$ cat config.mk
export PLATFORM = sky130hd
export DESIGN_NAME = efuse_macro_emu
export DESIGN_NICKNAME = d
export VERILOG_FILES = /design/src/rtl/efuse_pkg.sv /design/src/rtl/efuse_emu_tchk.sv /design/src/rtl/efuse_macro_emu.sv
export SDC_FILE = /design/constraint.sdc
export NUM_CORES = 1
export LEC_CHECK = 0
export CORE_UTILIZATION = 55
export CTS_BUF_LIST = sky130_fd_sc_hd__clkbuf_4
export DETAILED_ROUTE_END_ITERATION = 12
export HOLD_SLACK_MARGIN = 0.15
export PLACE_DENSITY = 0.87
export SLEW_MARGIN = 30
export SYNTH_ARGS = -nofsm -noshare
export SYNTH_HDL_FRONTEND = slang
export SYNTH_SLANG_ARGS = --single-unit
$ cat constraint.sdc
create_clock -name clk -period 3.47 [get_ports clk]
set_input_delay 0.5205 -clock clk [delete_from_list [all_inputs] [get_ports clk]]
set_output_delay 0.5205 -clock clk [all_outputs]
set_load 0.005 [all_outputs]
$ cat src/rtl/efuse_pkg.sv
// Shared types and sizes for the eFuse macro responder model.
package efuse_pkg;

  localparam int EFUSE_NBITS  = 256;
  localparam int EFUSE_NBYTES = 32;

  typedef enum logic [1:0] {
    IDLE    = 2'd0,
    RD      = 2'd1,
    PG      = 2'd2,
    WAIT_LO = 2'd3
  } efuse_emu_st_e;

  // Byte idx of the fuse array; byte 0 is fuse bits [7:0].
  function automatic logic [7:0] fuse_byte(input logic [EFUSE_NBITS-1:0] fuse,
                                           input logic [4:0]             idx);
    return fuse[{idx, 3'b000} +: 8];
  endfunction

endpackage

$ cat src/rtl/efuse_emu_tchk.sv
// Pulse-width and address-stability checker for the eFuse responder.
// Only built when EFUSE_EMU_TCHK_EN is defined.
`ifdef EFUSE_EMU_TCHK_EN
module efuse_emu_tchk
  import efuse_pkg::*;
#(
  parameter int TRD_MIN  = 2,
  parameter int TPGM_MIN = 10,
  parameter int CNT_W    = 10
) (
  input  logic             clk,
  input  logic             rst,
  input  logic             aen_i,
  input  logic [7:0]       addr_i,
  input  efuse_emu_st_e    state_i,
  input  logic [CNT_W-1:0] cnt_i,
  input  logic             err_clr_i,
  output logic             short_o,
  output logic             addr_chg_o,
  output logic [7:0]       viol_cnt_o
);

  logic       aen_q;
  logic [7:0] addr_q;
  logic [7:0] viol_q;
  logic [8:0] viol_sum;

  // Short pulse: aen falls while the counter is below the mode's minimum.
  always_comb begin
    short_o = 1'b0;
    if (!aen_i) begin
      if (state_i == RD && cnt_i < CNT_W'(TRD_MIN))
        short_o = 1'b1;
      if (state_i == PG && cnt_i < CNT_W'(TPGM_MIN))
        short_o = 1'b1;
    end
  end

  assign addr_chg_o = aen_i && aen_q && (addr_i != addr_q);
  assign viol_sum   = {1'b0, viol_q} + 9'(short_o) + 9'(addr_chg_o);

  // Track previous aen/addr and accumulate violations; a new event beats a clear.
  always_ff @(posedge clk) begin
    if (rst) begin
      aen_q  <= 1'b0;
      addr_q <= '0;
      viol_q <= '0;
    end else begin
      aen_q  <= aen_i;
      addr_q <= addr_i;
      if (short_o || addr_chg_o)
        viol_q <= viol_sum[8] ? 8'hFF : viol_sum[7:0];
      else if (err_clr_i)
        viol_q <= '0;
    end
  end

  assign viol_cnt_o = viol_q;

endmodule
`endif

$ cat src/rtl/efuse_macro_emu.sv
// Synthesizable responder model of the 256-bit eFuse macro.
// Optional timing checker enabled by defining EFUSE_EMU_TCHK_EN.
//
//  state   | meaning
//  --------+----------------------------------------------------------
//  IDLE    | waiting for an aen rising edge
//  RD      | read pulse in progress, rdata loaded when count == TRD_MIN
//  PG      | program pulse in progress, bit blown at aen fall if long enough
//  WAIT_LO | invalid/no-op access, wait for aen to drop
module efuse_macro_emu
  import efuse_pkg::*;
#(
  parameter int                     TRD_MIN   = 2,
  parameter int                     TPGM_MIN  = 10,
  parameter int                     CNT_W     = 10,
  parameter logic [EFUSE_NBITS-1:0] INIT_FUSE = '0
) (
  input  logic                   clk,
  input  logic                   rst,
  input  logic                   efuse_pgmen_i,
  input  logic                   efuse_rden_i,
  input  logic                   efuse_aen_i,
  input  logic [7:0]             efuse_addr_i,
  input  logic                   err_clr_i,
  output logic [7:0]             efuse_rdata_o,
  output logic [EFUSE_NBITS-1:0] fuse_bits_o,
  output logic                   busy_o,
  output logic [7:0]             prog_cnt_o,
  output logic [2:0]             err_o,
  output logic [7:0]             viol_cnt_o
);

  efuse_emu_st_e state_q, state_d;

  logic                   aen_q;
  logic                   aen_rise;
  logic [7:0]             addr_l;
  logic [CNT_W-1:0]       cnt_q;
  logic [EFUSE_NBITS-1:0] fuse_q;
  logic [7:0]             rdata_q;
  logic [7:0]             prog_cnt_q;
  logic [2:0]             err_q;

  logic cnt_load;
  logic cnt_inc;
  logic rd_load;
  logic blow;
  logic conflict;

  logic       tchk_short;
  logic       tchk_addr_chg;
  logic [7:0] tchk_viol_cnt;

  assign aen_rise = efuse_aen_i && !aen_q;

  // State register.
  always_ff @(posedge clk) begin
    if (rst) state_q <= IDLE;
    else     state_q <= state_d;
  end

  // Next-state decode and per-cycle strobes for the datapath.
  always_comb begin
    state_d  = state_q;
    cnt_load = 1'b0;
    cnt_inc  = 1'b0;
    rd_load  = 1'b0;
    blow     = 1'b0;
    conflict = 1'b0;
    case (state_q)
      IDLE: begin
        if (aen_rise) begin
          cnt_load = 1'b1;
          if (efuse_rden_i && !efuse_pgmen_i) begin
            state_d = RD;
          end else if (efuse_pgmen_i && !efuse_rden_i) begin
            state_d = PG;
          end else begin
            conflict = efuse_rden_i && efuse_pgmen_i;
            state_d  = WAIT_LO;
          end
        end
      end
      RD: begin
        // Load on the count match even if this is also the fall edge,
        // so a pulse of exactly TRD_MIN cycles still reads.
        if (cnt_q == CNT_W'(TRD_MIN))
          rd_load = 1'b1;
        if (!efuse_aen_i) state_d = IDLE;
        else              cnt_inc = 1'b1;
      end
      PG: begin
        if (!efuse_aen_i) begin
          blow    = (cnt_q >= CNT_W'(TPGM_MIN));
          state_d = IDLE;
        end else begin
          cnt_inc = 1'b1;
        end
      end
      WAIT_LO: begin
        if (!efuse_aen_i) state_d = IDLE;
      end
      default: state_d = IDLE;
    endcase
  end

  // aen edge history, latched access address and pulse-width counter.
  always_ff @(posedge clk) begin
    if (rst) begin
      aen_q  <= 1'b0;
      addr_l <= '0;
      cnt_q  <= '0;
    end else begin
      aen_q <= efuse_aen_i;
      if (state_q == IDLE && aen_rise)
        addr_l <= efuse_addr_i;
      if (cnt_load)
        cnt_q <= CNT_W'(1);
      else if (state_d == IDLE)
        cnt_q <= '0;
      else if (cnt_inc && cnt_q != '1)
        cnt_q <= cnt_q + CNT_W'(1);
    end
  end

  // Fuse storage, read data and successful-program count.
  always_ff @(posedge clk) begin
    if (rst) begin
      fuse_q     <= INIT_FUSE;
      rdata_q    <= '0;
      prog_cnt_q <= '0;
    end else begin
      if (rd_load)
        rdata_q <= fuse_byte(fuse_q, addr_l[4:0]);
      if (blow) begin
        fuse_q[addr_l] <= 1'b1;
        if (prog_cnt_q != 8'hFF)
          prog_cnt_q <= prog_cnt_q + 8'd1;
      end
    end
  end

`ifdef EFUSE_EMU_TCHK_EN
  efuse_emu_tchk #(
    .TRD_MIN  (TRD_MIN),
    .TPGM_MIN (TPGM_MIN),
    .CNT_W    (CNT_W)
  ) u_tchk (
    .clk        (clk),
    .rst        (rst),
    .aen_i      (efuse_aen_i),
    .addr_i     (efuse_addr_i),
    .state_i    (state_q),
    .cnt_i      (cnt_q),
    .err_clr_i  (err_clr_i),
    .short_o    (tchk_short),
    .addr_chg_o (tchk_addr_chg),
    .viol_cnt_o (tchk_viol_cnt)
  );
`else
  assign tchk_short    = 1'b0;
  assign tchk_addr_chg = 1'b0;
  assign tchk_viol_cnt = 8'd0;
`endif

  // Sticky error flags; an event in the same cycle as err_clr keeps its flag set.
  always_ff @(posedge clk) begin
    if (rst) begin
      err_q <= '0;
    end else begin
      err_q[0] <= conflict      ? 1'b1 : (err_clr_i ? 1'b0 : err_q[0]);
      err_q[1] <= tchk_short    ? 1'b1 : (err_clr_i ? 1'b0 : err_q[1]);
      err_q[2] <= tchk_addr_chg ? 1'b1 : (err_clr_i ? 1'b0 : err_q[2]);
    end
  end

  assign efuse_rdata_o = rdata_q;
  assign fuse_bits_o   = fuse_q;
  assign busy_o        = (state_q != IDLE);
  assign prog_cnt_o    = prog_cnt_q;
  assign err_o         = err_q;
  assign viol_cnt_o    = tchk_viol_cnt;

endmodule
==> results by group, run 1 <==
Status
  • Outcome: completed

Synth
  • Post-synth cell types: 51
  • Yosys warns: 0
  • Yosys top cell area share: 50.11%
  • Post-synthesis simple-gate area fraction: between 15 and 20%
  • Top post-synthesis cells by area: dfxtp_1, mux4_2, a21oi_1
  • XOR/XNOR Fraction of Synth Area: 1.044%
  • Synth Area in Compound Gates: ~15%
  • Synthesized area: ~0.012 sq mm
  • Cell taking the most area after synthesis: dfxtp_1
  • Avg Synthesized Cell Area: approximately 9.3 sq um
  • Largest family of logic cells by synthesized area: simple AND/OR/NAND/NOR gates
  • Post-synthesis sequential area ratio: approximately half
  • Adder-cell share of the synthesized area: 0.6392%
  • Post-synthesis register bit count: 294
  • Mux contribution to synthesized area: a little over an eighth
  • Number of synthesized flops with an enable pin: 0
  • Synth Flop Type: dfxtp_1
  • Cells after Synth: 1,266
  • Ys async rst share: 0%

CTS
  • H-tree depth: 3
  • CTS clk-pin slew, worst paths: 0.07 ns
  • CTS Buffer Depth: 3
  • Clock root cell: clkbuf_4
  • CTS Buf Count: 74
  • Clock sinks: just under 300
  • CTS tree: done
  • Clk_lat worst skew: 0.70 ns

Routing
  • DRT iter0 DRCs: 1,414
  • Number of vias per cell: 6.132
  • Via count: 11,660
  • Residual DRC: 0
  • Average wire per standard cell: 22.02 um
  • Final wirelength: between 40 and 50 mm
  • DRT Pass-1 Iters: 10
  • Antenna viol nets, final: 0

Placement
  • PortBufs: approximately 290
  • Cell count after placement: 1,782
  • GPL Wtd Cong: 0.9476
  • Place WS: 0.6586 ns
  • DP Wirelength: 28.77 mm

Finish
  • Area Growth Syn to Fin: 35.41%
  • Commonest non-fill, non-tap cells in the layout: nor2_1, dfxtp_1, clkdlybuf4s50_1, a21oi_1, clkbuf_4
  • # fillers: approximately 1,400
  • Layout net count: 1,605
  • Layout Cells excl Fill: 1,901
  • Util after Layout: 75.90%
  • Commonest non-fill, non-tap cell in the layout: nor2_1
  • Share of cells above drive strength 1: around 16%

Die
  • Rows: 53
  • Starting Density: ~56%
  • Die W: 148.1 um
  • Top Ports: 298
  • Die area: 0.02194 sq mm
  • Core area: around 0.021 sq mm
  • Die Y-Extent: 148.1 um

Min path
  • Hold WC Path Type: input port to flop
  • Hold EP: addr_l[1]$_SDFFE_PP0P_
  • Hold Path Depth: 3
  • Min-delay src: efuse_addr_i[1]

Setup path
  • Reg2reg start: addr_l[3]$_SDFFE_PP0P_
  • WP data required: 4.01 ns
  • Crit path launch type: flop
  • Worst Path Arrival: 3.20 ns
  • Reg2reg setup slack: 0.81 ns
  • CP Max Fanout: 24
  • Critical path class: flop to flop
  • Reg-to-reg endpoint: efuse_rdata_o[4]$_SDFFE_PP0P_
  • Critical Path End Type: flop
  • R2R cell count: 6

Timing
  • Final hold violations: 0
  • Slew headroom: 39.87%
  • Worst-Margin Slew: 0.9000 ns
  • Final setup margin: 0.8106 ns
  • Worst Clk Skew: 0.03241 ns
  • # setup viols final: 0
  • Setup repair after global routing missed its margin: no
  • Tcrit/Tclk final: 76.64%
  • Fin. max-slew vios: 0
  • Final min period: 2.659 ns
  • Fmax: 0.3760 GHz
  • Hold slack: between 0.4 and 0.5 ns
  • Fin Setup TNS: 0 ns

Global route
  • GRT overflow: 0
  • Antenna violations before repair: 1
  • First-pass GRT wire length: 63.17 mm
  • Largest net degree at the start of global routing: 177
  • Vias in the first global route: 11,160
  • Gr usage total: 37.61%

Pwr
  • PwrDens: 409.9 mW/mm^2
  • Combinational share of power: around 5.4%
  • Clock share of power: 41.9%
  • Switching portion of total power: 25.19%
  • Lkg Pwr: 5.740 nW
  • Internal power: between 0.004 and 0.005 W
  • Total net switching power: 0.001642 W
  • Worst vdd rail ir drop: 0.2731 mV
  • Part of the power in registers: between 50% and 60%

Job
  • Max Cap Viol: 0
-- through the flow --
stage | instance area, sq um | total power [W]
after floorplan | 11780 | 0.003735
after CTS | 15880 | 0.006523
final | 15900 | 0.006520
after global placement | 15030 | 0.003844
after detailed placement | 15040 | 0.003851
after global routing | 15900 | 0.006754
-- kinds of logic (layout without fill, tap and decap cells) --
family,Yosys count,in the layout
compound gates,319,319
buf+inv,122,472
xor+xnor,14,14
fa+ha+maj,6,6
other cells,1,11
simple gates,427,427
mux,83,83
flops,294,294
-- registers in the layout (all words and copies together), names as in the netlist --
name	cells
state_q	2
err_o	1
cnt_q	10
prog_cnt_o	8
aen_q	1
efuse_rdata_o	8
fuse_bits_o	256
addr_l	8
-- synthesized netlist by cell type (2+ instances only) --
library cell    n
xor2_1          7
and3_1          4
mux2i_1        26
mux4_2         57
buf_1           4
o21ai_0        10
clkbuf_1       68
a211oi_1        2
and2_1          3
nor4_1          9
nor3_1         20
a22o_1          4
dfxtp_1       294
nand2_1        53
a311oi_1        2
nand4_1         7
nor2_1        295
nor2b_1         9
xnor2_1         7
and4_1          2
nand3b_1        4
buf_2          27
a21oi_1       244
ha_1            6
nand2b_1        7
nand3_1         4
a31oi_1        26
a221oi_1        8
o22ai_1        12
buf_4          14
inv_1           9
a311o_1         2
nor4b_1         2
-- critical path: stages, from the launching register on --
cell and delay, ns:
dfxtp_2 0.90, buf_4 0.38, mux4_2 0.35, mux2i_1 0.34
mux2i_1 0.23, o21ai_0 0.20, a211oi_1 0.10
-- area by class of cell --
| type | count | area [sq um] | area share [%] |
|---|---|---|---|
| clock inverters | 11 | 42.54 | 0.2675 |
| inverters | 9 | 33.78 | 0.2124 |
| multi-input cells | 859 | 5459 | 34.32 |
| diodes | 1 | 2.502 | 0.01573 |
| clock buffers | 105 | 788.3 | 4.956 |
| repair buffers | 347 | 3342 | 21.01 |
| well taps | 275 | 344.1 | 2.163 |
| flip-flops and latches | 294 | 5892 | 37.05 |
-- per-layer routing --
| layer | vias to the layer above | GRT usage, % | share of wire [%] |
|---|---|---|---|
| li1 | 5089 | - | - |
| met1 | 5504 | 45.13 | 36 |
| met2 | 880 | 58.69 | 46 |
| met3 | 183 | 11.63 | 12 |
| met4 | 0 | 24.23 | 6.0 |
| met5 | - | 0 | 0 |
-- power groups by stage --
stage / Combinational (W) / Clock, W / Sequential [W]
floorplan: 0.000266 / 0 / 0.00347
global route: 0.000369 / 0.00294 / 0.00344
CTS: 0.000338 / 0.00275 / 0.00344
detailed placement: 0.000336 / 0 / 0.00351
finish: 0.000349 / 0.00273 / 0.00344
global placement: 0.000331 / 0 / 0.00351
-- timing repair --
item	4_1_cts	5_1_grt
gates resized for setup	0	0
endpoints found under the setup margin	0	0
hold buffers	1	0
setup buffers	0	0
hold endpoints to repair	14	0
-- how the worst max path moves through the flow --
stage	end	from	slack [ns]
5_1_grt	fuse_bits_o[71]$_SDFFE_PP0P_	addr_l[0]$_SDFFE_PP0P_	0.67
2_1_floorplan	fuse_bits_o[111]$_SDFFE_PP0P_	cnt_q[9]$_SDFFE_PP0P_	1.38
4_1_cts	fuse_bits_o[96]$_SDFFE_PP0P_	cnt_q[9]$_SDFFE_PP0P_	0.69
3_3_place_gp	fuse_bits_o[79]$_SDFFE_PP0P_	efuse_aen_i	0.80
3_5_place_dp	fuse_bits_o[175]$_SDFFE_PP0P_	efuse_aen_i	0.66
6_report	efuse_rdata_o[4]$_SDFFE_PP0P_	addr_l[3]$_SDFFE_PP0P_	0.81
No activity file was read; power rests on OpenSTA's default activity.
==> inputs of run 2 (changes only) <==
--- a/config.mk
+++ b/config.mk
@@ -5,11 +5,11 @@
 export SDC_FILE = /design/constraint.sdc
 export NUM_CORES = 1
 export LEC_CHECK = 0
-export CORE_UTILIZATION = 55
+export CORE_UTILIZATION = 51
 export CTS_BUF_LIST = sky130_fd_sc_hd__clkbuf_4
 export DETAILED_ROUTE_END_ITERATION = 12
 export HOLD_SLACK_MARGIN = 0.15
-export PLACE_DENSITY = 0.87
+export PLACE_DENSITY = 0.82
 export SLEW_MARGIN = 30
 export SYNTH_ARGS = -nofsm -noshare
 export SYNTH_HDL_FRONTEND = slang
==> constraint.sdc (replaced) <==
create_clock -name clk -period 2.6 [get_ports clk]
set_input_delay 0.39 -clock clk [delete_from_list [all_inputs] [get_ports clk]]
set_output_delay 0.39 -clock clk [all_outputs]
set_load 0.005 [all_outputs]
==> run 2 against run 1 <==
Compared with the run above:
- the flow now finishes with violations (design-rule violations)
- core utilization down 4.5 points
- sequential power increased by 33%
- critical path depth is 4 higher
- flip-flop and latch count is the same
- cell count rose by 1.8%
- hold slack got worse by 0.14 ns
- count of clock-buffer cells in the layout increased by 2
- total power increased by 37%
- combinational power rose by 48%
==> results by group, run 2 (synthesis results as in run 1) <==
Status
  • Outcome: finished with violations
  • Failing checks: design-rule violations

Finish
  • Commonest non-fill, non-tap cell in the layout: nor2_1
  • Share of cells above drive strength 1: 16.37%
  • Util after Layout: a little under three quarters
  • # fillers: approximately 1,700
  • Number of flip-flops in the largest register: 256
  • Final instance area: 0.01616 sq mm
  • Commonest non-fill, non-tap cells in the layout: nor2_1, dfxtp_1, clkdlybuf4s50_1, a21oi_1, clkbuf_4
  • Area Growth Syn to Fin: 37.59%
  • Layout net count: 1,620

Timing
  • Worst Clk Skew: 0.04705 ns
  • # setup viols final: 0
  • Fmax: 0.4032 GHz
  • Slew headroom: 41.94%
  • Worst-Margin Slew: 0.8662 ns
  • Tcrit/Tclk final: 95.39%
  • Setup repair after global routing missed its margin: no
  • Fin. max-slew vios: 0
  • Final hold violations: 0
  • Final min period: 2.480 ns
  • Final setup margin: 0.1198 ns

Pwr
  • Lkg Pwr: 5.877 nW
  • PwrDens: roughly 550 mW/mm^2
  • Worst vdd rail ir drop: 0.4082 mV

Die
  • Die Y-Extent: 153.8 um
  • Top Ports: 298
  • Core area: 0.02264 sq mm
  • Die area: 0.02364 sq mm
  • Rows: 55
  • Starting Density: 51.88%
  • Die W: ~150 um

CTS
  • Clk_lat worst skew: 0.69 ns
  • CTS clk-pin slew, worst paths: ~0.070 ns
  • CTS Buf Count: 75
  • H-tree depth: 3
  • CTS tree: done
  • CTS Buffer Depth: 3
  • Clock root cell: clkbuf_4
  • Clock sinks: around 290

Global route
  • Busiest grt layer: met2
  • Largest net degree at the start of global routing: 148
  • Vias in the first global route: 11,120
  • Antenna violations before repair: 1
  • GRT met2 Usage: between 50% and 60%
  • GRT overflow: 0
  • First-pass GRT wire length: 63.87 mm
  • Global-route met3 utilization: 8.878%
  • Global-route met1 utilization: 44.19%
  • Gr usage total: 35.03%

Setup path
  • CP max stage delay: 0.65 ns
  • WP data required: 3.21 ns
  • Critical path class: flop to flop
  • Critical Path End Type: flop
  • Crit path launch type: flop
  • CP Cell Sequence: inv_1 -> ha_1 -> nor2b_1 -> o41ai_4 -> buf_4 -> buf_4 -> nor3_4 -> buf_4 -> a21oi_1 -> nor2_1
  • CP Max Fanout: 12
  • Slowest cell on crit path: nor3_4
  • CP dominant cell by count: buf_4
  • Worst Path Arrival: between 3 and 4 ns

Routing
  • DRT iter0 DRCs: 1,360
  • Average wire per standard cell: 21.69 um
  • Via count: 11,650
  • Number of vias per cell: about 6
  • Residual DRC: 4
  • Antenna viol nets, final: 0
  • DRT Pass-1 Iters: 12
  • Final wirelength: around 42 mm

Min path
  • Hold WC Path Type: input port to flop

Job
  • Max Cap Viol: 0

Placement
  • PortBufs: around 290
  • Place WS: -0.08416 ns
  • DP Area: 0.01521 sq mm
  • GPL Wtd Cong: between 0.9 and 1
  • DP Wirelength: between 20 and 30 mm
## run 2: cell types whose count changed in the layout (fill, tap and decap cells not counted), moves of 2 or more
cell	delta
buf_12	+3
buf_4	+11
clkbuf_4	+2
clkinv_1	+6
nor3_2	-2
nor3_4	+2
nor4_2	-2
nor4_4	+2
## run 2: layer usage
layer | vias to the layer above | share of wire, %
li1 | 5142 | -
met1 | 5460 | 36
met2 | 893 | 46
met3 | 159 | 13
met4 | 0 | 5.4
met5 | - | 0
## run 2: repair_timing
item | in CTS | in global routing
setup buffers | 1 | 0
hold endpoints to repair | 11 | 0
resized for setup | 0 | 3
cloned | 0 | 0
pin swaps | 1 | 0
setup endpoints to repair | 25 | 19
hold buffers | 1 | 0
## run 2: metrics by stage
step	hold slack [ns]	TNS (ns)	power (W)	std cells
2_1_floorplan	0.4758	0	0.004985	1275
3_3_place_gp	0.4647	-0.4885	0.005162	1806
3_5_place_dp	0.4776	-1.273	0.005177	1806
4_1_cts	0.2552	0	0.008960	1934
5_1_grt	0.2725	0	0.009267	1935
6_report	0.2677	0	0.008934	1936
## run 2: worst paths after layout
kind	from	to	slack (ns)	depth (start not counted)
setup / recovery	state_q[0]$_SDFF_PP0_	fuse_bits_o[105]$_SDFFE_PP0P_	0.12	10
hold / removal	efuse_addr_i[3]	addr_l[3]$_SDFFE_PP0P_	0.27	3
setup reg to reg	state_q[0]$_SDFF_PP0_	fuse_bits_o[105]$_SDFFE_PP0P_	0.12	10
hold reg to reg	fuse_bits_o[196]$_SDFFE_PP0P_	fuse_bits_o[196]$_SDFFE_PP0P_	0.49	2
## run 2: power breakdown
part           internal, W  switching (W)
Combinational     0.000185       0.000331
Clock              0.00198        0.00186
Sequential         0.00452      0.0000550
## run 2: worst max-delay path, delay by kind of cell, from the launching register on
| kind | cells | cell delay, ns |
|---|---|---|
| flops | 1 | 0.34 |
| fa+ha+maj | 1 | 0.17 |
| compound gates | 2 | 0.19 |
| buf+inv | 4 | 0.72 |
| simple gates | 3 | 1.02 |
## run 2: final cells by class
class / instances / area (sq um) / share of cell area, %
Antenna cell: 2 / 5.005 / 0.03097
Clock buffer: 107 / 803.3 / 4.971
Clock inverter: 19 / 103.9 / 0.6426
Inverter: 9 / 33.78 / 0.2090
Multi-Input combinational cell: 859 / 5482 / 33.92
Sequential cell: 294 / 5892 / 36.46
Tap cell: 285 / 356.6 / 2.207
Timing Repair Buffer: 361 / 3485 / 21.56
==> inputs of run 3 (changes only) <==
--- a/config.mk
+++ b/config.mk
@@ -5,6 +5,7 @@
 export SDC_FILE = /design/constraint.sdc
 export NUM_CORES = 1
 export LEC_CHECK = 0
+export CAP_MARGIN = 20
 export CORE_UTILIZATION = 51
 export CTS_BUF_LIST = sky130_fd_sc_hd__clkbuf_4
 export DETAILED_ROUTE_END_ITERATION = 12
==> results of run 3 <==
Same layout as run 2: the final DEF is identical, and so are final timing and power.
